File: src/rtl/mips_alu_exec_if.sv
// Issue/response bundle between the EX-stage control and the ALU.
// The master drives the operation; the slave (ALU) returns results and HI/LO.
interface mips_alu_exec_if #(
   parameter int WIDTH = 32
);
   logic             start;
   logic [5:0]       alu_control;
   logic [WIDTH-1:0] a;
   logic [WIDTH-1:0] b;
   logic [4:0]       shamt;
   logic             busy;
   logic             done;
   logic [WIDTH-1:0] result;
   logic             zero;
   logic             overflow;
   logic             invalid;
   logic [WIDTH-1:0] hi;
   logic [WIDTH-1:0] lo;

   modport master (
      output start, alu_control, a, b, shamt,
      input  busy, done, result, zero, overflow, invalid, hi, lo
   );

   modport slave (
      input  start, alu_control, a, b, shamt,
      output busy, done, result, zero, overflow, invalid, hi, lo
   );
endinterface

File: src/rtl/mips_alu_exec.sv
// Execute-stage ALU: registered single-cycle operations plus a 32-step
// shift-add multiplier that owns the architectural HI/LO pair.
module mips_alu_exec #(
   parameter int WIDTH = 32
) (
   input  logic           clk,
   input  logic           rst_n,
   mips_alu_exec_if.slave bus
);
   localparam int PW = 2 * WIDTH;

   localparam logic [5:0] OP_ADD   = 6'b100000;
   localparam logic [5:0] OP_ADDU  = 6'b100001;
   localparam logic [5:0] OP_SUB   = 6'b100010;
   localparam logic [5:0] OP_SUBU  = 6'b100011;
   localparam logic [5:0] OP_AND   = 6'b100100;
   localparam logic [5:0] OP_OR    = 6'b100101;
   localparam logic [5:0] OP_XOR   = 6'b100110;
   localparam logic [5:0] OP_NOR   = 6'b100111;
   localparam logic [5:0] OP_NOT   = 6'b101000;
   localparam logic [5:0] OP_SLL   = 6'b000000;
   localparam logic [5:0] OP_SRL   = 6'b000010;
   localparam logic [5:0] OP_SRA   = 6'b000011;
   localparam logic [5:0] OP_SLT   = 6'b101010;
   localparam logic [5:0] OP_SLTU  = 6'b101011;
   localparam logic [5:0] OP_SEQ   = 6'b101100;
   localparam logic [5:0] OP_MFHI  = 6'b010000;
   localparam logic [5:0] OP_MFLO  = 6'b010010;
   localparam logic [5:0] OP_MULT  = 6'b011000;
   localparam logic [5:0] OP_MULTU = 6'b011001;
   localparam logic [5:0] OP_MADD  = 6'b011100;
   localparam logic [5:0] OP_MADDU = 6'b011101;

   typedef enum logic [1:0] {
      IDLE = 2'd0,
      MUL  = 2'd1,
      FIN  = 2'd2
   } state_t;

   state_t           state_reg, state_next;
   logic [WIDTH-1:0] result_reg, result_next;
   logic [WIDTH-1:0] hi_reg, hi_next;
   logic [WIDTH-1:0] lo_reg, lo_next;
   logic             zero_reg, zero_next;
   logic             overflow_reg, overflow_next;
   logic             invalid_reg, invalid_next;
   logic             done_reg, done_next;
   logic [PW-1:0]    acc_reg, acc_next;
   logic [PW-1:0]    mcand_reg, mcand_next;
   logic [WIDTH-1:0] mplier_reg, mplier_next;
   logic [4:0]       cnt_reg, cnt_next;
   logic             sign_reg, sign_next;
   logic             madd_reg, madd_next;

   logic [WIDTH-1:0] sum, diff, alu_res, a_mag, b_mag;
   logic             alu_ov, alu_inv, is_mul, is_madd, is_signed;
   logic [PW-1:0]    pp, prod_signed, fin_prod;

   assign sum  = bus.a + bus.b;
   assign diff = bus.a - bus.b;

   always_comb begin
      alu_res   = '0;
      alu_ov    = 1'b0;
      alu_inv   = 1'b0;
      is_mul    = 1'b0;
      is_madd   = 1'b0;
      is_signed = 1'b0;
      case (bus.alu_control)
         OP_ADD: begin
            alu_res = sum;
            alu_ov  = (bus.a[WIDTH-1] == bus.b[WIDTH-1]) && (sum[WIDTH-1] != bus.a[WIDTH-1]);
         end
         OP_ADDU: alu_res = sum;
         OP_SUB: begin
            alu_res = diff;
            alu_ov  = (bus.a[WIDTH-1] != bus.b[WIDTH-1]) && (diff[WIDTH-1] != bus.a[WIDTH-1]);
         end
         OP_SUBU:  alu_res = diff;
         OP_AND:   alu_res = bus.a & bus.b;
         OP_OR:    alu_res = bus.a | bus.b;
         OP_XOR:   alu_res = bus.a ^ bus.b;
         OP_NOR:   alu_res = ~(bus.a | bus.b);
         OP_NOT:   alu_res = ~bus.a;
         OP_SLL:   alu_res = bus.b << bus.shamt;
         OP_SRL:   alu_res = bus.b >> bus.shamt;
         OP_SRA:   alu_res = $unsigned($signed(bus.b) >>> bus.shamt);
         OP_SLT:   alu_res = {{(WIDTH-1){1'b0}}, ($signed(bus.a) < $signed(bus.b))};
         OP_SLTU:  alu_res = {{(WIDTH-1){1'b0}}, (bus.a < bus.b)};
         OP_SEQ:   alu_res = {{(WIDTH-1){1'b0}}, (bus.a == bus.b)};
         OP_MFHI:  alu_res = hi_reg;
         OP_MFLO:  alu_res = lo_reg;
         OP_MULT: begin
            is_mul    = 1'b1;
            is_signed = 1'b1;
         end
         OP_MULTU: is_mul = 1'b1;
         OP_MADD: begin
            is_mul    = 1'b1;
            is_signed = 1'b1;
            is_madd   = 1'b1;
         end
         OP_MADDU: begin
            is_mul  = 1'b1;
            is_madd = 1'b1;
         end
         default:  alu_inv = 1'b1;
      endcase
   end

   // The multiplier always works on magnitudes; the sign is restored in FIN.
   assign a_mag = (is_signed && bus.a[WIDTH-1]) ? -bus.a : bus.a;
   assign b_mag = (is_signed && bus.b[WIDTH-1]) ? -bus.b : bus.b;

   genvar gi;
   generate
      for (gi = 0; gi < PW; gi++) begin : g_pp
         assign pp[gi] = mcand_reg[gi] & mplier_reg[0];
      end
   endgenerate

   assign prod_signed = sign_reg ? -acc_reg : acc_reg;
   assign fin_prod    = prod_signed + (madd_reg ? {hi_reg, lo_reg} : {PW{1'b0}});

   always_comb begin
      state_next    = state_reg;
      result_next   = result_reg;
      zero_next     = zero_reg;
      overflow_next = overflow_reg;
      invalid_next  = invalid_reg;
      done_next     = 1'b0;
      hi_next       = hi_reg;
      lo_next       = lo_reg;
      acc_next      = acc_reg;
      mcand_next    = mcand_reg;
      mplier_next   = mplier_reg;
      cnt_next      = cnt_reg;
      sign_next     = sign_reg;
      madd_next     = madd_reg;
      case (state_reg)
         IDLE: begin
            if (bus.start) begin
               if (is_mul) begin
                  mcand_next  = {{WIDTH{1'b0}}, a_mag};
                  mplier_next = b_mag;
                  acc_next    = '0;
                  cnt_next    = '0;
                  sign_next   = is_signed & (bus.a[WIDTH-1] ^ bus.b[WIDTH-1]);
                  madd_next   = is_madd;
                  state_next  = MUL;
               end else begin
                  result_next   = alu_res;
                  zero_next     = (alu_res == '0);
                  overflow_next = alu_ov;
                  invalid_next  = alu_inv;
                  done_next     = 1'b1;
               end
            end
         end
         MUL: begin
            acc_next    = acc_reg + pp;
            mcand_next  = mcand_reg << 1;
            mplier_next = mplier_reg >> 1;
            cnt_next    = cnt_reg + 5'd1;
            if (cnt_reg == 5'd31) begin
               state_next = FIN;
            end
         end
         FIN: begin
            hi_next       = fin_prod[PW-1:WIDTH];
            lo_next       = fin_prod[WIDTH-1:0];
            result_next   = fin_prod[WIDTH-1:0];
            zero_next     = (fin_prod[WIDTH-1:0] == '0);
            overflow_next = 1'b0;
            invalid_next  = 1'b0;
            done_next     = 1'b1;
            state_next    = IDLE;
         end
         default: state_next = IDLE;
      endcase
   end

   always_ff @(posedge clk or negedge rst_n) begin
      if (!rst_n) begin
         state_reg    <= IDLE;
         result_reg   <= '0;
         zero_reg     <= 1'b1;
         overflow_reg <= 1'b0;
         invalid_reg  <= 1'b0;
         done_reg     <= 1'b0;
         hi_reg       <= '0;
         lo_reg       <= '0;
         acc_reg      <= '0;
         mcand_reg    <= '0;
         mplier_reg   <= '0;
         cnt_reg      <= '0;
         sign_reg     <= 1'b0;
         madd_reg     <= 1'b0;
      end else begin
         state_reg    <= state_next;
         result_reg   <= result_next;
         zero_reg     <= zero_next;
         overflow_reg <= overflow_next;
         invalid_reg  <= invalid_next;
         done_reg     <= done_next;
         hi_reg       <= hi_next;
         lo_reg       <= lo_next;
         acc_reg      <= acc_next;
         mcand_reg    <= mcand_next;
         mplier_reg   <= mplier_next;
         cnt_reg      <= cnt_next;
         sign_reg     <= sign_next;
         madd_reg     <= madd_next;
      end
   end

   assign bus.busy     = (state_reg != IDLE);
   assign bus.done     = done_reg;
   assign bus.result   = result_reg;
   assign bus.zero     = zero_reg;
   assign bus.overflow = overflow_reg;
   assign bus.invalid  = invalid_reg;
   assign bus.hi       = hi_reg;
   assign bus.lo       = lo_reg;
endmodule

File: src/flat_wrapper.sv
// flat-port wrapper written by rule: the top's interface ports become plain ports
module mips_alu_exec_flat 
#(
   parameter int WIDTH = 32
)
  (clk, rst_n, bus_start, bus_alu_control, bus_a, bus_b, bus_shamt, bus_busy, bus_done, bus_result, bus_zero, bus_overflow, bus_invalid, bus_hi, bus_lo);
  mips_alu_exec_if #(.WIDTH(WIDTH)) bus_i ();
  input  logic clk;
  input  logic rst_n;
  input wire logic [$bits(bus_i.start)-1:0] bus_start;
  input wire logic [$bits(bus_i.alu_control)-1:0] bus_alu_control;
  input wire logic [$bits(bus_i.a)-1:0] bus_a;
  input wire logic [$bits(bus_i.b)-1:0] bus_b;
  input wire logic [$bits(bus_i.shamt)-1:0] bus_shamt;
  output wire logic [$bits(bus_i.busy)-1:0] bus_busy;
  output wire logic [$bits(bus_i.done)-1:0] bus_done;
  output wire logic [$bits(bus_i.result)-1:0] bus_result;
  output wire logic [$bits(bus_i.zero)-1:0] bus_zero;
  output wire logic [$bits(bus_i.overflow)-1:0] bus_overflow;
  output wire logic [$bits(bus_i.invalid)-1:0] bus_invalid;
  output wire logic [$bits(bus_i.hi)-1:0] bus_hi;
  output wire logic [$bits(bus_i.lo)-1:0] bus_lo;
  assign bus_i.start = bus_start;
  assign bus_i.alu_control = bus_alu_control;
  assign bus_i.a = bus_a;
  assign bus_i.b = bus_b;
  assign bus_i.shamt = bus_shamt;
  assign bus_busy = bus_i.busy;
  assign bus_done = bus_i.done;
  assign bus_result = bus_i.result;
  assign bus_zero = bus_i.zero;
  assign bus_overflow = bus_i.overflow;
  assign bus_invalid = bus_i.invalid;
  assign bus_hi = bus_i.hi;
  assign bus_lo = bus_i.lo;
  mips_alu_exec #(.WIDTH(WIDTH)) u_core (.clk(clk), .rst_n(rst_n), .bus(bus_i));
endmodule
File: config.mk
export PLATFORM = sky130hd
export DESIGN_NAME = mips_alu_exec_flat
export DESIGN_NICKNAME = d
export VERILOG_FILES = /design/src/rtl/mips_alu_exec_if.sv /design/src/rtl/mips_alu_exec.sv /design/src/flat_wrapper.sv
export SDC_FILE = /design/constraint.sdc
export NUM_CORES = 2
export LEC_CHECK = 0
export ABC_AREA = 1
export CAP_MARGIN = 0
export CELL_PAD_IN_SITES_DETAIL_PLACEMENT = 2
export CELL_PAD_IN_SITES_GLOBAL_PLACEMENT = 2
export CORE_MARGIN = 2
export CORE_UTILIZATION = 30
export DETAILED_ROUTE_END_ITERATION = 8
export PLACE_DENSITY_LB_ADDON = 0.1
export SKIP_LAST_GASP = 1
export SLEW_MARGIN = 5
export SYNTH_ARGS = -nofsm -noshare
export SYNTH_HDL_FRONTEND = slang
export SYNTH_SLANG_ARGS = --single-unit
File: constraint.sdc
create_clock -name clk -period 3.5 [get_ports clk]
set_clock_uncertainty 0.15 [all_clocks]
set_input_delay 0.7 -clock clk [delete_from_list [all_inputs] [get_ports clk]]
set_output_delay 0.7 -clock clk [all_outputs]
set_load 0.01 [all_outputs]
==> results.md, run 1 <==
- Number of buffers on the longest clock path: 3
- Worst endpoint, post-GRT repair: u_core.bus.hi[21]$_DFFE_PN0P_/D
- List of most frequent post-synthesis cells: 1690 x sky130_fd_sc_hd__nand2_1, 908 x sky130_fd_sc_hd__inv_1, 641 x sky130_fd_sc_hd__nor2_1
- Initial Util: 30.24%
- Cts bufs inserted: 38
- Stage where the flow stopped: 5_1_grt
- Post-synthesis cell type count: 62
- Top cells by area in the synthesized netlist: sky130_fd_sc_hd__dfrtp_1 19%, sky130_fd_sc_hd__nand2_1 18%, sky130_fd_sc_hd__inv_1 9.9%, sky130_fd_sc_hd__ha_1 8.8%, sky130_fd_sc_hd__nand3_1 8.8%
- Final HPWL DP: 218.9 mm
- Cell count after synthesis: 6002
- Number of enable flip-flop cells after synthesis: 0
- Quantity of I/O buffers inserted on ports: 178
- Category of the worst endpoint: sequential cell input
- Nets in the synthesized netlist: 6328
- CTS root buffer: sky130_fd_sc_hd__clkbuf_16
- Largest net degree at the start of global routing: 73
- Yosys top cell by area: sky130_fd_sc_hd__dfrtp_1
- CTS sink count: 269
- Site row count: 124
- Die X-Extent: 343.3 µm
- GPL Wtd Cong: 1.027
- Warnings, synthesis: 0
- Share of synthesized area occupied by flip-flops and latches: 19.50%
- Count of state elements after synthesis: 269
- Error that halted the flow: [ERROR GRT-0232] Routing congestion too high. Check the congestion heatmap in the GUI.
- Vertical die dimension: 343.3 µm
- Dominant cell by count in the synthesized netlist: sky130_fd_sc_hd__nand2_1
- Avg Inst Size Synth: 5.753 µm²
- Share of async-settable or async-resettable flops after synthesis: 100.0%
- Most instantiated flip-flop cell in the synthesis netlist: sky130_fd_sc_hd__dfrtp_1
- Run status: stopped before the end
- Total routing usage reported by global routing: 77.81%
- Depth of the CTS H-tree: 2
- Total I/O pin count: 179
- Cell area after synthesis: 0.03453 mm²
- Global route overflow: 452
- Area share of the largest cell type after synthesis: 19.42%
[cell families after synthesis]
family / count (synthesis) / synth area share (%)
buf+inv: 1118 / 12.41
simple gates: 3192 / 38.80
xor+xnor: 119 / 3.018
fa+ha+maj: 248 / 9.073
compound gates: 1056 / 17.19
flops: 269 / 19.50
[stage by stage]
step / std cells / setup TNS, ns / setup slack [ns] / instance area (µm²)
floorplan: 6002 / -2.982 / -0.2697 / 34620
global placement: 8919 / -71.12 / -1.254 / 48780
detailed placement: 8919 / -108.08 / -1.610 / 48780
CTS: 9043 / -78.28 / -1.320 / 51910
[per-layer routing]
metal  overflow  GRT usage, %
met1          1         76.84
met2        252         94.25
met3          8         63.03
met4        191         78.11
met5          0         38.34
[what timing repair did]
| action | CTS |
|---|---|
| pin swaps | 92 |
| hold buffers | 1 |
| buffers inserted | 60 |
| hold endpoints to repair | 46 |
| cloned | 0 |
| endpoints found under the setup margin | 115 |
| gates resized for setup | 349 |
==> run 2, diff against run 1 <==
- CELL_PAD_IN_SITES_DETAIL_PLACEMENT: 2 -> not set
- CELL_PAD_IN_SITES_GLOBAL_PLACEMENT: 2 -> not set
- PLACE_DENSITY_LB_ADDON: 0.1 -> 0.15
- clock period: 3.5 -> 4.5 ns (I/O delays scaled with it)
==> results.md, run 2 <==
- Run status: complete, but fails checks
- Failing checks: negative setup slack
- Final HPWL DP: 172.8 mm (-21%)
- Number of enable flip-flop cells after synthesis: 0 (unchanged)
- Cell area after synthesis: 0.03453 mm² (unchanged)
- Number of setup violations in the final report: 1
- Total placed instance area: 0.04284 mm² (-12%)
- Depth of the CTS H-tree: 2 (unchanged)
- Aggregate routed wire length: 203.7 mm
- Total routing usage reported by global routing: 33.91%
- Reg clk slew, reported paths: 0.06 ns
- # Max-Cap Violations: 0
- M1 GR Usage: 43.13%
- Leak: 23.53 nW
- Final count of hold timing violations: 0
- Quantity of I/O buffers inserted on ports: 178 (unchanged)
- Die X-Extent: 343.3 µm (unchanged)
- Number of pins exceeding their max-slew limit in the final report: 0
- Dominant cell by count in the synthesized netlist: sky130_fd_sc_hd__nand2_1
- Number of buffers on the longest clock path: 3 (unchanged)
- Cell count after synthesis: 6002 (unchanged)
- Kind of start point of the critical path: flop
- Number of buffers and inverters on the critical path: 2
- Hold buffer count at CTS: 0 (-1)
- Vias in the first global route: 42410
- Remaining DRCs: 0
- Maximum vdd ir drop: 0.0002935 V
- Final total negative setup slack: -0.02743 ns
- Most common cell after layout, fill and taps aside: sky130_fd_sc_hd__nand2_1
- Residual antenna-violating net count after detailed routing: 0
- Initial Util: 30.24% (unchanged)
- Area share of the largest cell type after synthesis: 19.42% (unchanged)
- Site row count: 124 (unchanged)
- Highest net fanout along the worst path: 4
- Post-synthesis cell type count: 62 (unchanged)
- Min cycle time layout: 4.527 ns
- Die area: 0.1178 mm²
- Yosys top cell by area: sky130_fd_sc_hd__dfrtp_1
- Vertical die dimension: 343.3 µm (unchanged)
- Unrepaired setup endpoints after global routing: yes
- Rel. slew slack: 31.83%
- Cts bufs inserted: 39 (+2.6%)
- Core area: 0.1142 mm²
- Worst Setup End Kind: flop
- Crit path cell chain: nor2_1 > nand4_4 > nor3_4 > nand4_4 > nor3_4 > nand2_2 > nor2_4 > nand2_4 > o21ai_1 > xnor2_1 > ha_1 > inv_1 > nor3_1 > buf_4 > nand2_1 > o2111ai_1 > a21oi_1 > nand2_1 > nand3_1 > nand3_1 > nand2_1
- Busiest layer in global routing: met2
- Area overhead of the layout relative to synthesis: 30.96%
- Final std cell area, no fill: 0.04522 mm²
- Period utilization: 100.6%
- Top library cells by usage in the layout, fill and taps aside: 1657 x sky130_fd_sc_hd__nand2_1, 895 x sky130_fd_sc_hd__inv_1, 687 x sky130_fd_sc_hd__buf_4
- Required @ worst endpoint: 4.91 ns
- Setup slack after layout: -0.02743 ns
- GPL Wtd Cong: 1.077 (+4.9%)
- Slowest Stage Delay on Critical Path: 0.48 ns
- Number of vias per cell after detailed routing: 5.245
- Avg Inst Size Synth: 5.753 µm² (unchanged)
- Warnings, synthesis: 0 (unchanged)
- Share of async-settable or async-resettable flops after synthesis: 100.0% (unchanged)
- TritonCTS clock tree: built
- Share of synthesized area occupied by flip-flops and latches: 19.50% (unchanged)
- Cell with the largest stage delay on the worst path: sky130_fd_sc_hd__dfrtp_1
- Largest net degree at the start of global routing: 87
- Fin nets: 7065
- Number of iterations in the first detailed-routing pass: 9
- Nets in the synthesized netlist: 6328 (unchanged)
- Global route overflow: 0
- Pwr per Cell Area: 533.7 mW/mm²
- Count of state elements after synthesis: 269 (unchanged)
- Total via count in the routed design: 43450
- DRC marker count from the first detailed-route iteration: 3991
- Transition at the pin with the smallest max-transition slack: 1.019 ns
- List of most frequent post-synthesis cells: 1690 x sky130_fd_sc_hd__nand2_1, 908 x sky130_fd_sc_hd__inv_1, 641 x sky130_fd_sc_hd__nor2_1
- Source-to-sink clock delay at the later pin of the worst-skew pair: 0.63 ns
- Most instantiated flip-flop cell in the synthesis netlist: sky130_fd_sc_hd__dfrtp_1
- Ratio of cells with drive above 1 in the final layout: 15.23%
- First-pass GRT wire length: 290.0 mm
- Initial antenna violation count: 11
- Top cells by area in the synthesized netlist: sky130_fd_sc_hd__dfrtp_1 19%, sky130_fd_sc_hd__nand2_1 18%, sky130_fd_sc_hd__inv_1 9.9%, sky130_fd_sc_hd__ha_1 8.8%, sky130_fd_sc_hd__nand3_1 8.8%
- Achievable clock frequency: 0.2209 GHz
- Most frequent CP cell: sky130_fd_sc_hd__nand2_1
- Met3 Usage GRT: 3.686%
- M2 GR Usage: 55.34%
- Routed length per placed instance: 24.59 µm
- Critical setup path kind: flop to flop
- Total I/O pin count: 179 (unchanged)
- Type of the tightest min-delay check: input pin to asynchronous set/reset pin
- CTS sink count: 269 (unchanged)
- Signal arrival time at the worst endpoint: 4.94 ns
- Category of cells accounting for the largest share of critical-path delay: simple AND/OR/NAND/NOR gates
- CTS root buffer: sky130_fd_sc_hd__clkbuf_16
==> run 2: routing by layer <==
| layer | wire length [µm] | vias up | share of wire, % |
|---|---|---|---|
| met1 | 85660 | 20500 | 42 |
| met2 | 91730 | 1580 | 45 |
| met3 | 11400 | 417 | 5.6 |
| met4 | 14820 | 16 | 7.3 |
| li1 | - | 20940 | - |
| met5 | 107 | - | 0.053 |
==> run 2: repair_timing <==
item,in CTS,in global routing
pin swaps,6,63
endpoints found under the setup margin,25,44
setup buffers,1,16
gates resized for setup,36,212
hold endpoints to repair,0,0
==> run 2: metrics by stage <==
stage / hold slack [ns] / cells / utilization [%] / setup slack (ns) / total power [mW]
6_report: 0.1735 / 8284 / 39.60 / -0.02743 / 24.13
5_1_grt: 0.2114 / 8282 / 39.60 / -0.2527 / 25.82
4_1_cts: 0.1785 / 8267 / 38.83 / 0.001749 / 23.22
3_5_place_dp: 0.3177 / 8194 / 37.52 / -0.1934 / 19.64
3_3_place_gp: 0.3150 / 8194 / 37.52 / -0.2109 / 19.62
2_1_floorplan: 0.2965 / 6002 / - / 0.6227 / 11.89
==> run 2: cell families (layout without fill, tap and decap cells) <==
kind of cell / after synthesis / after routing / share of synthesized area, %
simple gates: 3192 / 3192 / 38.80
buf+inv: 1118 / 1886 / 12.41
compound gates: 1056 / 1056 / 17.19
flops: 269 / 269 / 19.50
fa+ha+maj: 248 / 248 / 9.073
xor+xnor: 119 / 119 / 3.018
other cells: 0 / 2 / 0
==> run 2: worst reg2reg max path: cells and delay by family, from the launching register on <==
| family | cells | cell delay (ns) |
|---|---|---|
| fa+ha+maj | 1 | 0.41 |
| simple gates | 14 | 2.15 |
| flops | 1 | 0.48 |
| compound gates | 3 | 0.53 |
| xor+xnor | 1 | 0.37 |
| buf+inv | 2 | 0.38 |
==> run 2: report_power, final <==
part | internal [mW] | total, mW | switching (mW)
logic | 6.48 | 16.0 | 9.54
registers | 3.34 | 4.74 | 1.40
clock network | 1.95 | 3.36 | 1.41
total | 11.8 | 24.1 | 12.4
==> run 2: path summary, 6_finish.rpt <==
| path | startpoint | endpoint | slack (ns) | cells past startpoint |
|---|---|---|---|---|
| max | u_core.acc_reg[7] | u_core.bus.hi[31] | -0.03 | 21 |
| min | rst_n | u_core.acc_reg[44] | 0.17 | 1 |
| max reg2reg | u_core.acc_reg[7] | u_core.bus.hi[31] | -0.03 | 21 |
| min reg2reg | u_core.mplier_reg[1] | u_core.mplier_reg[1] | 0.33 | 2 |
| max in group asynchronous | rst_n | u_core.bus.zero | 3.07 | 2 |
| min in group clk | u_core.mplier_reg[1] | u_core.mplier_reg[1] | 0.33 | 2 |
==> run 2: area by class of cell <==
class / instances / area, µm²
Multi-Input combinational cell: 4615 / 24420
Antenna cell: 2 / 5.005
Sequential cell: 269 / 6735
Tap cell: 1512 / 1892
Clock inverter: 16 / 211.5
Clock buffer: 56 / 1140
Inverter: 926 / 3478
Timing Repair Buffer: 888 / 7337
Fill cell: 12710 / 68970
No activity file was read; power rests on OpenSTA's default activity.
